$ cat config.mk
export PLATFORM = sky130hd
export DESIGN_NAME = dcache_ctrl
export DESIGN_NICKNAME = d
export VERILOG_FILES = /design/src/rtl/dcache_ctrl.sv
export SDC_FILE = /design/constraint.sdc
export NUM_CORES = 1
export LEC_CHECK = 0
export ABC_CLOCK_PERIOD_IN_PS = 3800
export CAP_MARGIN = 20
export CORE_AREA = 5 5 228 230
export DETAILED_ROUTE_END_ITERATION = 8
export DIE_AREA = 0 0 233 235
export DONT_BUFFER_PORTS = 1
export GPL_TIMING_DRIVEN = 0
export HOLD_SLACK_MARGIN = 0.06
export PLACE_DENSITY = 0.72
export SYNTH_ARGS = -nofsm -noshare
export SYNTH_HDL_FRONTEND = slang
export SYNTH_SLANG_ARGS = --single-unit
$ cat constraint.sdc
create_clock -name clk -period 3.8 [get_ports clk]
set_clock_uncertainty 0.2 [all_clocks]
set_input_delay 0.19 -clock clk [delete_from_list [all_inputs] [get_ports clk]]
set_output_delay 0.19 -clock clk [all_outputs]
set_load 0.005 [all_outputs]
$ cat src/rtl/dcache_ctrl.sv
// dcache_ctrl: direct-mapped, write-back, write-allocate data cache controller (4-word lines).
// Define DCACHE_STATS_EN to add saturating hit/miss/writeback counters as outputs.
module dcache_ctrl #(
    parameter int IDX_BITS = 3
) (
    input  logic        clk,
    input  logic        rst,
    input  logic        cpu_re,
    input  logic        cpu_we,
    input  logic [15:0] cpu_addr,
    input  logic [15:0] cpu_wdata,
    output logic [15:0] cpu_rdata,
    output logic        cpu_rdy,
    output logic        mem_rd,
    output logic        mem_wr,
    output logic [13:0] mem_addr,
    output logic [63:0] mem_wdata,
    input  logic [63:0] mem_rdata,
    input  logic        mem_rdy
`ifdef DCACHE_STATS_EN
    ,
    output logic [15:0] hit_cnt,
    output logic [15:0] miss_cnt,
    output logic [15:0] wb_cnt
`endif
);

    localparam int LINES    = 1 << IDX_BITS;
    localparam int TAG_BITS = 14 - IDX_BITS;

    typedef enum logic [1:0] {IDLE, WBACK, FILL} state_t;

    state_t state_q, state_d;

    logic [LINES-1:0]    valid_q;
    logic [LINES-1:0]    dirty_q;
    logic [TAG_BITS-1:0] tag_q  [LINES];
    logic [63:0]         data_q [LINES];

    logic [IDX_BITS-1:0] idx;
    logic [TAG_BITS-1:0] req_tag;
    logic [1:0]          word;
    logic                req;
    logic                hit;
    logic                victim_dirty;
    logic [63:0]         line;
    logic [15:0]         hit_word;
    logic                hit_done;
    logic                miss_start;
    logic                wb_done;
    logic                fill_done;

    assign idx          = cpu_addr[IDX_BITS+1:2];
    assign req_tag      = cpu_addr[15:IDX_BITS+2];
    assign word         = cpu_addr[1:0];
    assign req          = cpu_re | cpu_we;
    assign line         = data_q[idx];
    assign hit          = valid_q[idx] && (tag_q[idx] == req_tag);
    assign victim_dirty = valid_q[idx] & dirty_q[idx];
    assign hit_word     = line[{word, 4'b0000} +: 16];

    // NOTE: every output of this block gets a default first, so no path can infer a latch.
    always_comb begin
        state_d    = state_q;
        cpu_rdy    = 1'b0;
        cpu_rdata  = '0;
        mem_rd     = 1'b0;
        mem_wr     = 1'b0;
        hit_done   = 1'b0;
        miss_start = 1'b0;
        wb_done    = 1'b0;
        fill_done  = 1'b0;
        unique case (state_q)
            IDLE: begin
                if (req) begin
                    if (hit) begin
                        cpu_rdy  = 1'b1;
                        hit_done = 1'b1;
                        if (!cpu_we) cpu_rdata = hit_word;
                    end else begin
                        miss_start = 1'b1;
                        state_d    = victim_dirty ? WBACK : FILL;
                    end
                end
            end
            WBACK: begin
                mem_wr = 1'b1;
                if (mem_rdy) begin
                    wb_done = 1'b1;
                    state_d = FILL;
                end
            end
            FILL: begin
                mem_rd = 1'b1;
                if (mem_rdy) begin
                    fill_done = 1'b1;
                    state_d   = IDLE;
                end
            end
            default: state_d = IDLE;
        endcase
    end

    // NOTE: sequential state uses non-blocking assignments so every register samples pre-edge values.
    always_ff @(posedge clk) begin
        if (rst) begin
            state_q   <= IDLE;
            valid_q   <= '0;
            dirty_q   <= '0;
            mem_addr  <= '0;
            mem_wdata <= '0;
        end else begin
            state_q <= state_d;
            if (miss_start) begin
                if (victim_dirty) begin
                    mem_addr  <= {tag_q[idx], idx};
                    mem_wdata <= line;
                end else begin
                    mem_addr <= cpu_addr[15:2];
                end
            end
            if (hit_done && cpu_we) dirty_q[idx] <= 1'b1;
            if (wb_done) begin
                dirty_q[idx] <= 1'b0;
                mem_addr     <= cpu_addr[15:2];
            end
            if (fill_done) begin
                valid_q[idx] <= 1'b1;
                dirty_q[idx] <= 1'b0;
            end
        end
    end

    // NOTE: tag/data arrays carry no reset; valid bits alone qualify them, and gating on rst
    // keeps a fill that completes under reset from landing in the array.
    always_ff @(posedge clk) begin
        if (!rst) begin
            if (fill_done) begin
                data_q[idx] <= mem_rdata;
                tag_q[idx]  <= req_tag;
            end else if (hit_done && cpu_we) begin
                data_q[idx][{word, 4'b0000} +: 16] <= cpu_wdata;
            end
        end
    end

`ifdef DCACHE_STATS_EN
    // The completion right after a fill belongs to the miss, so it is not counted as a hit.
    logic post_fill_q;

    always_ff @(posedge clk) begin
        if (rst) begin
            post_fill_q <= 1'b0;
            hit_cnt     <= '0;
            miss_cnt    <= '0;
            wb_cnt      <= '0;
        end else begin
            post_fill_q <= fill_done;
            if (hit_done && !post_fill_q && hit_cnt != 16'hFFFF) hit_cnt <= hit_cnt + 16'd1;
            if (miss_start && miss_cnt != 16'hFFFF) miss_cnt <= miss_cnt + 16'd1;
            if (wb_done && wb_cnt != 16'hFFFF) wb_cnt <= wb_cnt + 16'd1;
        end
    end
`endif

endmodule

Word-level counts from Yosys, hierarchy flattened
Memories as Yosys holds them, arrays and structs flattened.
Cells that the tools add are included.
{ "totals": {"romBits": 0, "memories": 2, "latch_bits": 0, "ram_bits": 600, "inputBits": 101, "register_bits": 96} }
{ "memory_table": {"columns": ["memory", "words", "width", "rd", "rd_ports_with_merged_regs", "wr", "line_no", "source"], "rows": [
  ["data_q", 8, 64, 1, 0, 1, "38", "logic [63:0] data_q [LINES];"],
  ["tag_q", 8, 11, 1, 0, 1, "37", "logic [TAG_BITS-1:0] tag_q [LINES];"]
]} }
{ "classes": {"add_sub_neg": 1, "bitwise_logic": 71, "n_eq_ne": 7, "n_reduce_logical": 7, "n_div": 0, "muxes": 106, "n_lt_le_gt_ge": 2, "shift": 3, "n_mul": 0} }
{ "ops": {"columns": ["cell", "count"], "rows": [
  ["1-bit two-way mux", 84],
  ["1-bit OR", 65],
  ["16-bit two-way mux", 4],
  ["64-bit two-way mux", 1],
  ["16-bit by 8-bit variable shift with 64-bit output, first input constant", 1],
  ["16-bit by 8-bit indexed part select with 64-bit output", 1],
  ["64-bit by 7-bit indexed part select with 16-bit output", 1],
  ["14-bit two-way mux", 3],
  ["8-bit two-way mux", 5],
  ["8-bit bitwise AND", 2],
  ["8-bit OR", 2],
  ["11-bit equality test", 1],
  ["2-bit two-way mux", 5],
  ["2-bit != test, second input constant", 4],
  ["6-bit negator with 8-bit output", 1],
  ["8-bit inverter", 1],
  ["1-bit binary-select mux with 3-bit select", 2],
  ["2-bit case mux with 3 select lines", 1],
  ["3-bit by 4-bit less-than comparator with 1-bit output, second input constant", 1],
  ["4-bit AND reduction", 1],
  ["1-bit demux with 3-bit select", 1],
  ["3-bit by 1-bit greater-or-equal comparator with 1-bit output, second input constant", 1],
  ["1-bit logical AND", 3],
  ["2-bit by 1-bit equality test with 1-bit output, second input constant", 1],
  ["other kinds (5)", 5]
]} }

Longest topological paths before layout
{ "depth": {"depth_word": 14, "mapped_depth": 12} }

Least setup slack after synthesis
OpenSTA, ideal clock, no wires.
{ "synth_timing": {"kind": "input-to-reg", "start": "in cpu_addr[3]", "end": "mem data_q[0][0], enable pin", "stages": 11, "path_slack_ps": -101, "t_arrival_ps": 3307, "required_ps": 3206, "setup_ps": 394, "path_cell_list": "buf_2 buf_2 buf_2 mux2i_4 xor2_1 and3b_2 nand3_2 nor4_4 nand2_4 buf_6 a21oi_1"} }
{ "synth_via": {"elab_chain_len": 12, "word_cells_on_any_way": 14, "cone_classes": "eq/ne: 1; mux: 9; bitwise: 1; reduce/logical: 2; memory: 1"} }
{ "synth_rtl": {"columns": ["item", "line_no", "source"], "rows": [
  ["start: declaration", "10", "input logic [15:0] cpu_addr,"],
  ["memory 8 x 11 bit / 1-bit binary-select mux with 3-bit select (equally long branches)", null, null],
  ["11-bit equality test / 1-bit two-way mux (equally long branches)", "58", "assign hit = valid_q[idx] && (tag_q[idx] == req_tag);"],
  ["1-bit logical AND", "58", null],
  ["1-bit two-way mux", "76", "if (hit) begin"],
  ["1-bit two-way mux", "75", "if (req) begin"],
  ["1-bit two-way mux", "73", "unique case (state_q)"],
  ["1-bit logical AND", "141", "end else if (hit_done && cpu_we) begin"],
  ["1-bit two-way mux", "141", null],
  ["1-bit two-way mux", "138", "if (fill_done) begin"],
  ["1-bit two-way mux", "137", "if (!rst) begin"],
  ["64-bit two-way mux (implied by the code)", "142", "data_q[idx][{word, 4'b0000} +: 16] <= cpu_wdata;"],
  ["1-bit OR (no source line)", null, null],
  ["end: declaration", "38", null]
]} }
Several ways; a longest one is shown, not always the timed one. The select of a mux whose other input is x is not followed.

Worst setup path after layout
{ "layout_timing": {"start": "in cpu_addr[4]", "end": "out cpu_rdata[13]"} }
{ "layout_via": {"elab_chain_len": 6, "word_cells_on_any_way": 11, "cone_classes": "eq/ne: 1; shift: 1; mux: 6; reduce/logical: 1; memory: 2"} }
{ "layout_rtl": {"columns": ["item", "line_no", "source"], "rows": [
  ["memory 8 x 64 bit (tied with other cells)", null, null],
  ["64-bit by 7-bit indexed part select with 16-bit output (tied with other cells)", "60", "assign hit_word = line[{word, 4'b0000} +: 16];"],
  ["16-bit two-way mux / 1-bit logical AND (equally long branches)", "79, 58", null],
  ["16-bit two-way mux (*)", "76", null],
  ["16-bit two-way mux (*)", "75", null],
  ["16-bit two-way mux (*)", "73", null],
  ["end: declaration", "12", "output logic [15:0] cpu_rdata,"]
]} }
Every way passes the cells marked *; elsewhere a longest branch is shown, timed or not. The select of a mux whose other input is x is not followed.

==> reports/qor.txt <==
Syn_area_per_cell: 15.60 um2
Family with the most delay on the worst path: buffers and inverters
Syn Nets: 1891
Die Footprint: 54760 um2
Count of unique library cells instantiated by Yosys: 62
H-tree depth reported by CTS: 3
Worst setup startpoint: cpu_addr[4]
First-pass GRT wire length: 128300 um
Hold Path Sink: mem_addr[0]$_SDFFE_PP0P_
Post-layout utilization of the core: 67.03%
Worst hold-check slack: 0.08583 ns
Worst voltage drop across the vdd grid: 0.0003773 V
Die Span X: 233 um
Setup repair after global routing missed its margin: yes
Most used cell along the critical path: sky130_fd_sc_hd__buf_2
Crit-path slowest cell: sky130_fd_sc_hd__clkbuf_2
Clock net sink count: 696
Category of the worst setup path launch point: input port
Number of standard cells in the final layout excluding fillers: 2735
Root buf cell: sky130_fd_sc_hd__clkbuf_16
Synthesis-stage register bit count: 696
Critical path endpoint category: output pin
Flop-to-flop setup slack: 0.10 ns
Number of global-route vias before repair: 17544
IO buf count: 0
Beginning of the worst register-to-register path: tag_q[6][7]$_DFFE_PP_
Share of the synthesized area in the top cell type: 64.69%
DRC: 0
Final setup slack of the worst path: -0.06906 ns
Critical path data required time: 3.41 ns
DRT iter0 DRCs: 2805
Slew at the pin closest to its max-slew limit: 1.259 ns
Chip Height: 235 um
Global placement routability congestion: 0.9261
Startpoint of the worst hold path: cpu_addr[2]
Largest stage delay on the critical path: 0.56 ns
Ordered list of cells on the worst path: buf_2, buf_2, buf_2, nor2_1, clkbuf_2, clkbuf_2, a22oi_1, and3_1, mux4_2, nor2_4
Post-placement worst setup slack: -0.8397 ns
Arr. time, crit path: 3.48 ns
Area of the mapped netlist: 27850 um2
Total via count after detailed routing: 18759
Number of warnings reported in the yosys synthesis log: 0
Count of flip-flops with a built-in enable after synthesis: 600
Pin count of the biggest net entering global routing: 16
Count of final setup violators: 7
Area of the core: 49660 um2
TritonCTS buffer count: 69
Fmax: 258.5 MHz
Leading area contributor after synthesis: sky130_fd_sc_hd__edfxtp_1
Failing checks: setup timing
DR WL/cell: 33.82 um
TritonCTS clock tree: built
Overflow after GRT: 0
Placed cells: 2496
Final critical-path share of the clock period: 101.8%
Number of filler instances in the final layout: 3339
Total power density per cell area: 500.9 nW/um2
Ports: 198
Clock network latency to the later pin of the worst-skew pair: 0.62 ns
Most common flop cell mapped by yosys: sky130_fd_sc_hd__edfxtp_1
Path class of the lowest-slack min-delay path: input port to register
Number of search-and-repair iterations in the first detailed-routing pass: 6
Layout cells sized above 1: 19.71%
Max-Cap Viols: 0
Initial antenna violation count: 8
Hold path cells: 5
Number of nets in the final layout: 2117
GRT Total Usage: 32.74%
Final-report max-slew violation count: 0
Critical path start-end classification: input port to output pin
Initial cell density of the core: 56.09%
Gate Count Post-Synth: 1785
DPL Wire Length: 63570 um
Hold Fails Final Rpt: 0
Slew Limit Headroom: 16.07%
Proportion of synthesized flip-flops having asynchronous set or reset: 0%
End of the worst register-to-register path: data_q[6][41]$_DFFE_PP_
# rows: 82
Top cells by area in the synthesized netlist: sky130_fd_sc_hd__edfxtp_1 65%, sky130_fd_sc_hd__dfxtp_1 6.9%, sky130_fd_sc_hd__a22oi_1 5.6%, sky130_fd_sc_hd__mux2i_1 3.1%, sky130_fd_sc_hd__a211oi_2 2.7%
Static leakage: 11.15 nW
R2R depth: 12
Total routed wirelength: 92500 um
Post-synthesis sequential area ratio: 71.59%
Clock Tree Buf Depth: 3
Area growth syn-to-layout: 19.51%
Power after layout: 16.67 mW
CTS clock-pin slew for the worst setup and hold paths: 0.06 ns
Via/cell ratio: 6.859
Outcome: finished with violations
WP buf/inv: 5
Largest fanout of any net on the critical path: 10
Number of antenna-violating nets in the routed design: 0
Time the worst path needs with I/O delays and setup: 3.869 ns
-- cell usage in the layout, fill, tap and decap left out, types with 30 or more instances in the layout --
cell,count
sky130_fd_sc_hd__clkbuf_16,73
sky130_fd_sc_hd__edfxtp_1,600
sky130_fd_sc_hd__a21oi_1,79
sky130_fd_sc_hd__dfxtp_1,96
sky130_fd_sc_hd__inv_1,75
sky130_fd_sc_hd__nand2_1,86
sky130_fd_sc_hd__a211oi_2,60
sky130_fd_sc_hd__clkbuf_1,54
sky130_fd_sc_hd__dlygate4sd3_1,97
sky130_fd_sc_hd__clkbuf_2,36
sky130_fd_sc_hd__a22oi_1,207
sky130_fd_sc_hd__a22o_1,30
sky130_fd_sc_hd__and4_1,39
sky130_fd_sc_hd__mux2i_1,82
-- metrics by stage --
step | TNS, ns | instance area (um2)
floorplan | -51.94 | 27850
global placement | -949.27 | 28690
detailed placement | -451.46 | 29400
CTS | 0 | 32920
global route | -0.1606 | 33280
finish | -0.1638 | 33290
-- sequential cells by signal, summed over array words and instances (netlist names), named ones only --
register / count
tag_q: 88
valid_q: 8
data_q: 512
state_q: 2
mem_wdata: 64
mem_addr: 14
-- worst register-to-register path, cell delays in order, from the launching register on --
cell and delay [ns]:
sky130_fd_sc_hd__edfxtp_1 0.36, sky130_fd_sc_hd__mux4_2 0.52, sky130_fd_sc_hd__mux2i_4 0.20, sky130_fd_sc_hd__xor2_1 0.17, sky130_fd_sc_hd__and3b_2 0.24, sky130_fd_sc_hd__nand3_2 0.16, sky130_fd_sc_hd__nor4_4 0.33, sky130_fd_sc_hd__buf_12 0.18
sky130_fd_sc_hd__buf_4 0.13, sky130_fd_sc_hd__nand2_4 0.10, sky130_fd_sc_hd__buf_6 0.21, sky130_fd_sc_hd__a21oi_4 0.36, sky130_fd_sc_hd__buf_8 0.25
-- synth_stat cells, types with 14 or more instances --
cell type	number
sky130_fd_sc_hd__a211oi_1	17
sky130_fd_sc_hd__a211oi_2	60
sky130_fd_sc_hd__a21oi_1	111
sky130_fd_sc_hd__a221oi_1	26
sky130_fd_sc_hd__a22o_1	30
sky130_fd_sc_hd__a22oi_1	207
sky130_fd_sc_hd__and3_1	28
sky130_fd_sc_hd__and4_1	39
sky130_fd_sc_hd__buf_6	18
sky130_fd_sc_hd__clkbuf_1	80
sky130_fd_sc_hd__dfxtp_1	96
sky130_fd_sc_hd__edfxtp_1	600
sky130_fd_sc_hd__inv_1	75
sky130_fd_sc_hd__mux2i_1	85
sky130_fd_sc_hd__mux4_2	26
sky130_fd_sc_hd__nand2_1	86
sky130_fd_sc_hd__nor2_1	33
sky130_fd_sc_hd__o22ai_1	14
-- area by class of cell --
class / instances / area, um2 / share of cell area, %
clock buffer: 88 / 1893 / 5.687
inverter: 76 / 285.3 / 0.8570
multi-input combinational: 888 / 7413 / 22.27
tap: 672 / 840.8 / 2.526
sequential: 696 / 19940 / 59.90
clock inverter: 32 / 451.7 / 1.357
antenna: 3 / 7.507 / 0.02255
timing repair buffer: 155 / 1737 / 5.217
buffer: 125 / 718.2 / 2.158
-- cell families after synthesis --
group / share of synthesized area [%]
compound gates: 13.82
buf+inv: 3.266
fa+ha+maj: 0.2246
xor+xnor: 0.2471
simple gates: 5.211
flops: 71.59
mux: 5.642
-- where the power goes --
group / switching [mW] / internal [mW]
Combinational: 0.789 / 0.346
Sequential: 0.0206 / 8.34
Clock: 2.90 / 4.28
Total: 3.71 / 13.0
-- what timing repair did --
| action | CTS | global route |
|---|---|---|
| pin swaps | 2 | 4 |
| buffers inserted | 5 | 9 |
| setup endpoints to repair | 912 | 310 |
| gates resized for setup | 69 | 51 |
| hold buffers | 97 | 0 |
| hold endpoints to repair | 630 | 0 |
-- worst max-delay path by stage --
stage / endpoint / slack (ns) / depth (start not counted)
2_1_floorplan: data_q[0][0]$_DFFE_PP_ / -0.10 / 11
3_3_place_gp: data_q[7][55]$_DFFE_PP_ / -1.76 / 11
3_5_place_dp: data_q[0][55]$_DFFE_PP_ / -0.84 / 12
4_1_cts: data_q[0][47]$_DFFE_PP_ / 0.0009 / 12
5_1_grt: cpu_rdata[11] / -0.04 / 10
6_report: cpu_rdata[13] / -0.07 / 10
-- layer usage --
layer  GRT usage [%]  vias up  wire [um]
met5               0        -         28
met4           14.79        4       5413
met3           10.56      312      13490
met2           49.87     1527      41550
met1           43.38     9343      32010
li1                -     7573          -
Power figures use the tool's default switching activity.
